`config.mk`:
```
export PLATFORM = sky130hd
export DESIGN_NAME = mul_div_unit
export DESIGN_NICKNAME = d
export VERILOG_FILES = /design/src/rtl/mdu_pkg.sv /design/src/rtl/mdu_iter_step.sv /design/src/rtl/mul_div_unit.sv
export SDC_FILE = /design/constraint.sdc
export NUM_CORES = 1
export LEC_CHECK = 0
export ABC_CLOCK_PERIOD_IN_PS = 5100
export CAP_MARGIN = 0
export CORE_MARGIN = 4
export CORE_UTILIZATION = 30
export CTS_BUF_LIST = sky130_fd_sc_hd__clkbuf_4 sky130_fd_sc_hd__clkbuf_8
export DETAILED_ROUTE_END_ITERATION = 10
export PLACE_DENSITY = 0.57
export SKIP_LAST_GASP = 1
export SYNTH_ARGS = -nofsm -noshare
export SYNTH_HDL_FRONTEND = slang
export SYNTH_HIERARCHICAL = 1
export SYNTH_SLANG_ARGS = --single-unit
```
`constraint.sdc`:
```
create_clock -name clk -period 5.1 [get_ports clk]
set_input_delay 0.51 -clock clk [delete_from_list [all_inputs] [get_ports clk]]
set_output_delay 0.51 -clock clk [all_outputs]
set_load 0.02 [all_outputs]
```
`src/rtl/mdu_pkg.sv`:
```
// rtl/mdu_pkg.sv - shared encodings and constants for the multiply/divide unit
// Contents: op encodings, FSM state enum, datapath mode enum, iteration count.
package mdu_pkg;

    localparam logic [1:0] OP_MULT  = 2'b00;
    localparam logic [1:0] OP_MULTU = 2'b01;
    localparam logic [1:0] OP_DIV   = 2'b10;
    localparam logic [1:0] OP_DIVU  = 2'b11;

    // One iteration per operand bit; the counter runs ITER-1 down to 0.
    localparam int ITER = 32;

    typedef enum logic [1:0] {
        IDLE = 2'd0,
        RUN  = 2'd1,
        FIX  = 2'd2
    } state_t;

    typedef enum logic {
        MODE_MUL = 1'b0,
        MODE_DIV = 1'b1
    } mode_t;

endpackage

```
`src/rtl/mdu_iter_step.sv`:
```
// rtl/mdu_iter_step.sv - one combinational shift-add / restoring-divide iteration
// Ports:
//   mode     - MODE_MUL: shift-add step, MODE_DIV: restoring divide step
//   acc      - 2*WIDTH accumulator {upper, lower}
//   opnd     - multiplicand (mul) or divisor (div) magnitude
//   acc_next - accumulator after this step (quotient bit slot left 0)
//   q_bit    - quotient bit produced by a divide step (0 in mul mode)
module mdu_iter_step
    import mdu_pkg::*;
#(
    parameter int WIDTH = 32
) (
    input  mode_t              mode,
    input  logic [2*WIDTH-1:0] acc,
    input  logic [WIDTH-1:0]   opnd,
    output logic [2*WIDTH-1:0] acc_next,
    output logic               q_bit
);

    logic [WIDTH:0]   sum;
    logic [WIDTH:0]   shifted_rem;
    logic             ge;
    logic [WIDTH-1:0] rem_sub;

    always_comb begin
        acc_next    = '0;
        q_bit       = 1'b0;
        sum         = {1'b0, acc[2*WIDTH-1:WIDTH]} + {1'b0, opnd};
        // Partial remainder shifted left by one; it can need WIDTH+1 bits
        // because the previous remainder is only bounded by the divisor.
        shifted_rem = acc[2*WIDTH-1:WIDTH-1];
        ge          = shifted_rem >= {1'b0, opnd};
        rem_sub     = acc[2*WIDTH-2:WIDTH-1] - opnd;

        if (mode == MODE_DIV) begin
            if (ge) begin
                q_bit    = 1'b1;
                acc_next = {rem_sub, acc[WIDTH-2:0], 1'b0};
            end else begin
                acc_next = {acc[2*WIDTH-2:0], 1'b0};
            end
        end else begin
            // Multiplier sits in the low half and is consumed LSB first.
            if (acc[0]) begin
                acc_next = {sum, acc[WIDTH-1:1]};
            end else begin
                acc_next = {1'b0, acc[2*WIDTH-1:1]};
            end
        end
    end

endmodule

```
`src/rtl/mul_div_unit.sv`:
```
// rtl/mul_div_unit.sv - iterative MULT/MULTU/DIV/DIVU unit with HI/LO registers
// Ports:
//   clk, rst      - clock, asynchronous active-high reset
//   start, op     - launch (sampled in IDLE only), op select 00/01/10/11
//   a, b          - rs / rt operands
//   hi_we, lo_we  - MTHI / MTLO write enables (IDLE only), data on wd
//   busy, done    - operation in flight, one-cycle result pulse
//   hi, lo        - HI / LO registers
module mul_div_unit
    import mdu_pkg::*;
#(
    parameter int WIDTH = 32
) (
    input  logic             clk,
    input  logic             rst,
    input  logic             start,
    input  logic [1:0]       op,
    input  logic [WIDTH-1:0] a,
    input  logic [WIDTH-1:0] b,
    input  logic             hi_we,
    input  logic             lo_we,
    input  logic [WIDTH-1:0] wd,
    output logic             busy,
    output logic             done,
    output logic [WIDTH-1:0] hi,
    output logic [WIDTH-1:0] lo
);

    localparam int CW = $clog2(ITER);

    state_t             state;
    logic [CW-1:0]      cnt;
    logic [2*WIDTH-1:0] acc;
    logic [WIDTH-1:0]   opnd;
    mode_t              mode;
    logic               neg_res;
    logic               neg_rem;
    logic               div_zero;

    logic               is_signed;
    logic               a_neg;
    logic               b_neg;
    logic [WIDTH-1:0]   a_mag;
    logic [WIDTH-1:0]   b_mag;
    logic [2*WIDTH-1:0] step_acc;
    logic               step_q;
    logic [2*WIDTH-1:0] prod_fix;

    always_comb begin
        is_signed = (op == OP_MULT) || (op == OP_DIV);
        a_neg     = is_signed & a[WIDTH-1];
        b_neg     = is_signed & b[WIDTH-1];
        a_mag     = a_neg ? (~a + 1'b1) : a;
        b_mag     = b_neg ? (~b + 1'b1) : b;
        prod_fix  = neg_res ? (~acc + 1'b1) : acc;
    end

    mdu_iter_step #(.WIDTH(WIDTH)) u_step (
        .mode     (mode),
        .acc      (acc),
        .opnd     (opnd),
        .acc_next (step_acc),
        .q_bit    (step_q)
    );

    always_ff @(posedge clk or posedge rst) begin
        if (rst) begin
            state    <= IDLE;
            cnt      <= '0;
            acc      <= '0;
            opnd     <= '0;
            mode     <= MODE_MUL;
            neg_res  <= 1'b0;
            neg_rem  <= 1'b0;
            div_zero <= 1'b0;
            busy     <= 1'b0;
            done     <= 1'b0;
            hi       <= '0;
            lo       <= '0;
        end else begin
            done <= 1'b0;
            case (state)
                IDLE: begin
                    if (hi_we) hi <= wd;
                    if (lo_we) lo <= wd;
                    if (start) begin
                        state    <= RUN;
                        busy     <= 1'b1;
                        cnt      <= CW'(ITER - 1);
                        acc      <= {{WIDTH{1'b0}}, a_mag};
                        opnd     <= b_mag;
                        mode     <= op[1] ? MODE_DIV : MODE_MUL;
                        neg_res  <= a_neg ^ b_neg;
                        neg_rem  <= a_neg;
                        div_zero <= (b == '0);
                    end
                end
                RUN: begin
                    acc <= step_acc | {{(2*WIDTH-1){1'b0}}, step_q};
                    cnt <= cnt - 1'b1;
                    if (cnt == '0) state <= FIX;
                end
                FIX: begin
                    if (mode == MODE_MUL) begin
                        {hi, lo} <= prod_fix;
                    end else begin
                        // Divide by zero leaves |a| as the remainder; restoring
                        // its sign yields HI = a, and LO is forced to all ones.
                        if (div_zero)     lo <= '1;
                        else if (neg_res) lo <= ~acc[WIDTH-1:0] + 1'b1;
                        else              lo <= acc[WIDTH-1:0];
                        hi <= neg_rem ? (~acc[2*WIDTH-1:WIDTH] + 1'b1) : acc[2*WIDTH-1:WIDTH];
                    end
                    state <= IDLE;
                    busy  <= 1'b0;
                    done  <= 1'b1;
                end
                default: begin
                    state <= IDLE;
                    busy  <= 1'b0;
                end
            endcase
        end
    end

endmodule

```
==> metrics <==
cell taking the most area after synthesis dfrtp_1; CTS resizes 0; status finished clean; Worst Hold Class register to register; Slew @ Worst Pin about 1.2 ns; Req. time, crit path 5.50 ns; largest net degree at the start of global routing about 120; setup TNS 0 ns; postcts setup bufs 0; vias in the first global route between 10000 and 15000; RSZ-0062 raised after global routing false; Yosys cell types 97; met3 Use GR 2.15%; grt met1 use 27.0%; Placed Cells 2674; first-pass iteration count of the detailed router 5; Vias 15100; FF+latch count, synth 173; path depth of the worst reg2reg path 13; critical path type register to register; clock power share under 10%; die area 54100 µm²; M2 GR Usage roughly 33%; Post-Synthesis Net Count about 2100; DRT iter0 DRCs 1211; Chip Width 233 µm; Final Core Density roughly 36%; max-slew violation count 0; Seq pwr share 22.4%; layout cells sized above 1 6.39%; final hold vios 0; crit path time final 3.59 ns; CP cell instances ha_1, nand4_1, nor4_1, o21ai_1, nand3_1, a31oi_1, o211ai_4, buf_4, mux2_1, nand2_1, o21ai_1, nand2_1, o21ai_0; min-delay src lo[25]; cell area after synthesis around 15000 µm²; Worst-Skew Late Latency 0.53 ns; Reg clk slew, reported paths 0.11 ns; drt drc 0; hold path cells 2; reg-to-reg critical path startpoint acc[40]; Slew HR 21.3%; Net Sw Frac 54.1%; dpl hpwl approximately 43000 µm; Slowest-stage cell, CP dfrtp_1; Gate power share 70.2%; H-tree Lvls 4; Post-Synthesis Cells roughly 1900; Worst EP arrival 3.98 ns; NetSw 7.64 mW; Worst path max stage delay 0.55 ns; critical path fanouts, max between 50 and 60; CTS max path bufs 2; commonest non-fill, non-tap cell in the layout nand2_1; Routed WL 54900 µm; Via density 5.56; Chip Height 233 µm; synth-to-layout area growth 17.6%; Max VDD drop 0.287 mV; final setup fails 0; f_max about 280 MHz; Antenna Violating Nets Remaining 0; CTS tree built; Starting Density between 30% and 40%; GRT overflow 0; Final Instance Count excl. Fillers between 2000 and 3000; Post-synth EDFFs 0; predominant post-synthesis flop cell dfrtp_1; Crit. End Element register; Layout Nets 2196; YS warnings 6; CTS sink count 173; most frequent cells in the layout nand2_1 (258), o21ai_0 (216), dfrtp_1 (172), clkdlybuf4s50_1 (168), a21oi_1 (137); max-capacitance violation count 0; root buf cell clkbuf_8; DR WL/cell between 20 and 25 µm; Tot GR Track Use 19.9%; crit share post-route 70.3%; P per Cell Area between 700 and 800 nW/µm²; Endpoint, Worst Hold lo[25]; Clock Skew roughly 0.025 ns; CTS Hold Buffers Added 0; R2R setup slack between 1.5 and 2 ns; first-pass GRT wire length around 85000 µm; Buf+Inv Stages, Crit Path 1; post-synthesis sequential area ratio 28.6%; top post-synthesis cells by area dfrtp_1 (29%), o21ai_0 (7.1%), nand2_1 (6.4%); Leakage 6.88 nW; core box area 50000 µm²; antenna violations before repair 3; share of the synthesized area in the top cell type 28.6%; RR Endpoint acc[41]; Ports 169; syn_area_per_cell 7.84 µm²; Int Power approximately 6.5 mW; Crit path max-delay family simple AND/OR/NAND/NOR gates; FP Rows 82; GR peak layer met2; gpl congestion 0.919; Async SR Flop Fraction 100%; Num CTS Buffers 17; CP startpoint kind register; buffers added on ports roughly 170
-- synth_stat cells (19+ instances only) --
cell	number
nand2_1	259
o21ai_0	216
dfrtp_1	173
a21oi_1	137
nor2_1	120
xnor2_1	98
clkbuf_1	90
ha_1	70
inv_1	64
xor2_1	58
nor3_1	46
o22ai_1	43
a22oi_1	34
mux2_2	30
a31oi_1	28
nand3_1	25
o21ai_1	25
nor4_1	24
o31ai_1	24
a211oi_1	21
nor2b_1	21
o211ai_1	20
or3_1	20
and3_1	19
-- power groups by stage --
stage,Sequential (mW),Clock [mW],Combinational (mW)
CTS,3.17,1.07,9.89
floorplan,3.00,0,6.96
global placement,3.16,0,9.76
finish,3.16,1.05,9.93
global route,3.29,1.11,10.9
detailed placement,3.20,0,9.85
-- state kept, by name, indices dropped and copies added, names as in the netlist, 2 cells and up --
| register | count |
|---|---|
| opnd | 32 |
| lo | 32 |
| state | 2 |
| acc | 64 |
| cnt | 5 |
| hi | 32 |
-- area by class of cell --
class / instances / area [µm²]
antenna: 3 / 7.51
clock buffer: 19 / 262
clock inverter: 13 / 145
fill: 5262 / 32200
inverter: 65 / 248
multi-input combinational: 1575 / 10100
sequential: 173 / 4330
tap: 672 / 841
timing repair buffer: 189 / 1850
-- worst reg2reg max path: stages (launching register included) --
cell      delay, ns
dfrtp_1        0.55
ha_1           0.49
nand4_1        0.23
nor4_1         0.26
o21ai_1        0.15
nand3_1        0.14
a31oi_1        0.23
o211ai_4       0.23
buf_4          0.46
mux2_1         0.42
nand2_1        0.07
o21ai_1        0.07
nand2_1        0.08
o21ai_0        0.09
-- routing by layer --
metal / part of all wire (%) / vias to the layer above
li1: - / 7258
met1: 45 / 7343
met2: 48 / 392
met3: 3.9 / 67
met4: 2.7 / 2
met5: 0.013 / -
-- worst max path at each step --
stage | startpoint | end | slack [ns] | depth (start not counted)
CTS | acc[49] | acc[41] | 1.56 | 13
detailed placement | b[20] | opnd[29] | 1.56 | 7
floorplan | acc[31] | acc[60] | 2.26 | 15
global placement | b[20] | opnd[29] | 1.58 | 7
finish | acc[40] | acc[41] | 1.51 | 13
global route | acc[40] | acc[41] | 1.17 | 13
-- metrics by stage --
step	setup WS (ns)	total power, mW	hold slack, ns	area (µm²)
floorplan	2.26	9.96	0.463	15100
global route	1.17	15.3	0.517	17800
finish	1.51	14.1	0.491	17800
detailed placement	1.56	13.1	0.473	17400
CTS	1.56	14.1	0.498	17800
global placement	1.58	12.9	0.467	17400
-- cell families after synthesis --
family	after synthesis	share of synthesized area (%)
AO/OA/AOI/OAI	670	28.0
AND/OR/NAND/NOR	629	20.0
buffers and inverters	182	4.77
flip-flops	173	28.6
XOR/XNOR	156	9.03
adder cells (fa/ha/maj)	72	6.06
multiplexers	48	3.43
Power figures use the tool's default switching activity.
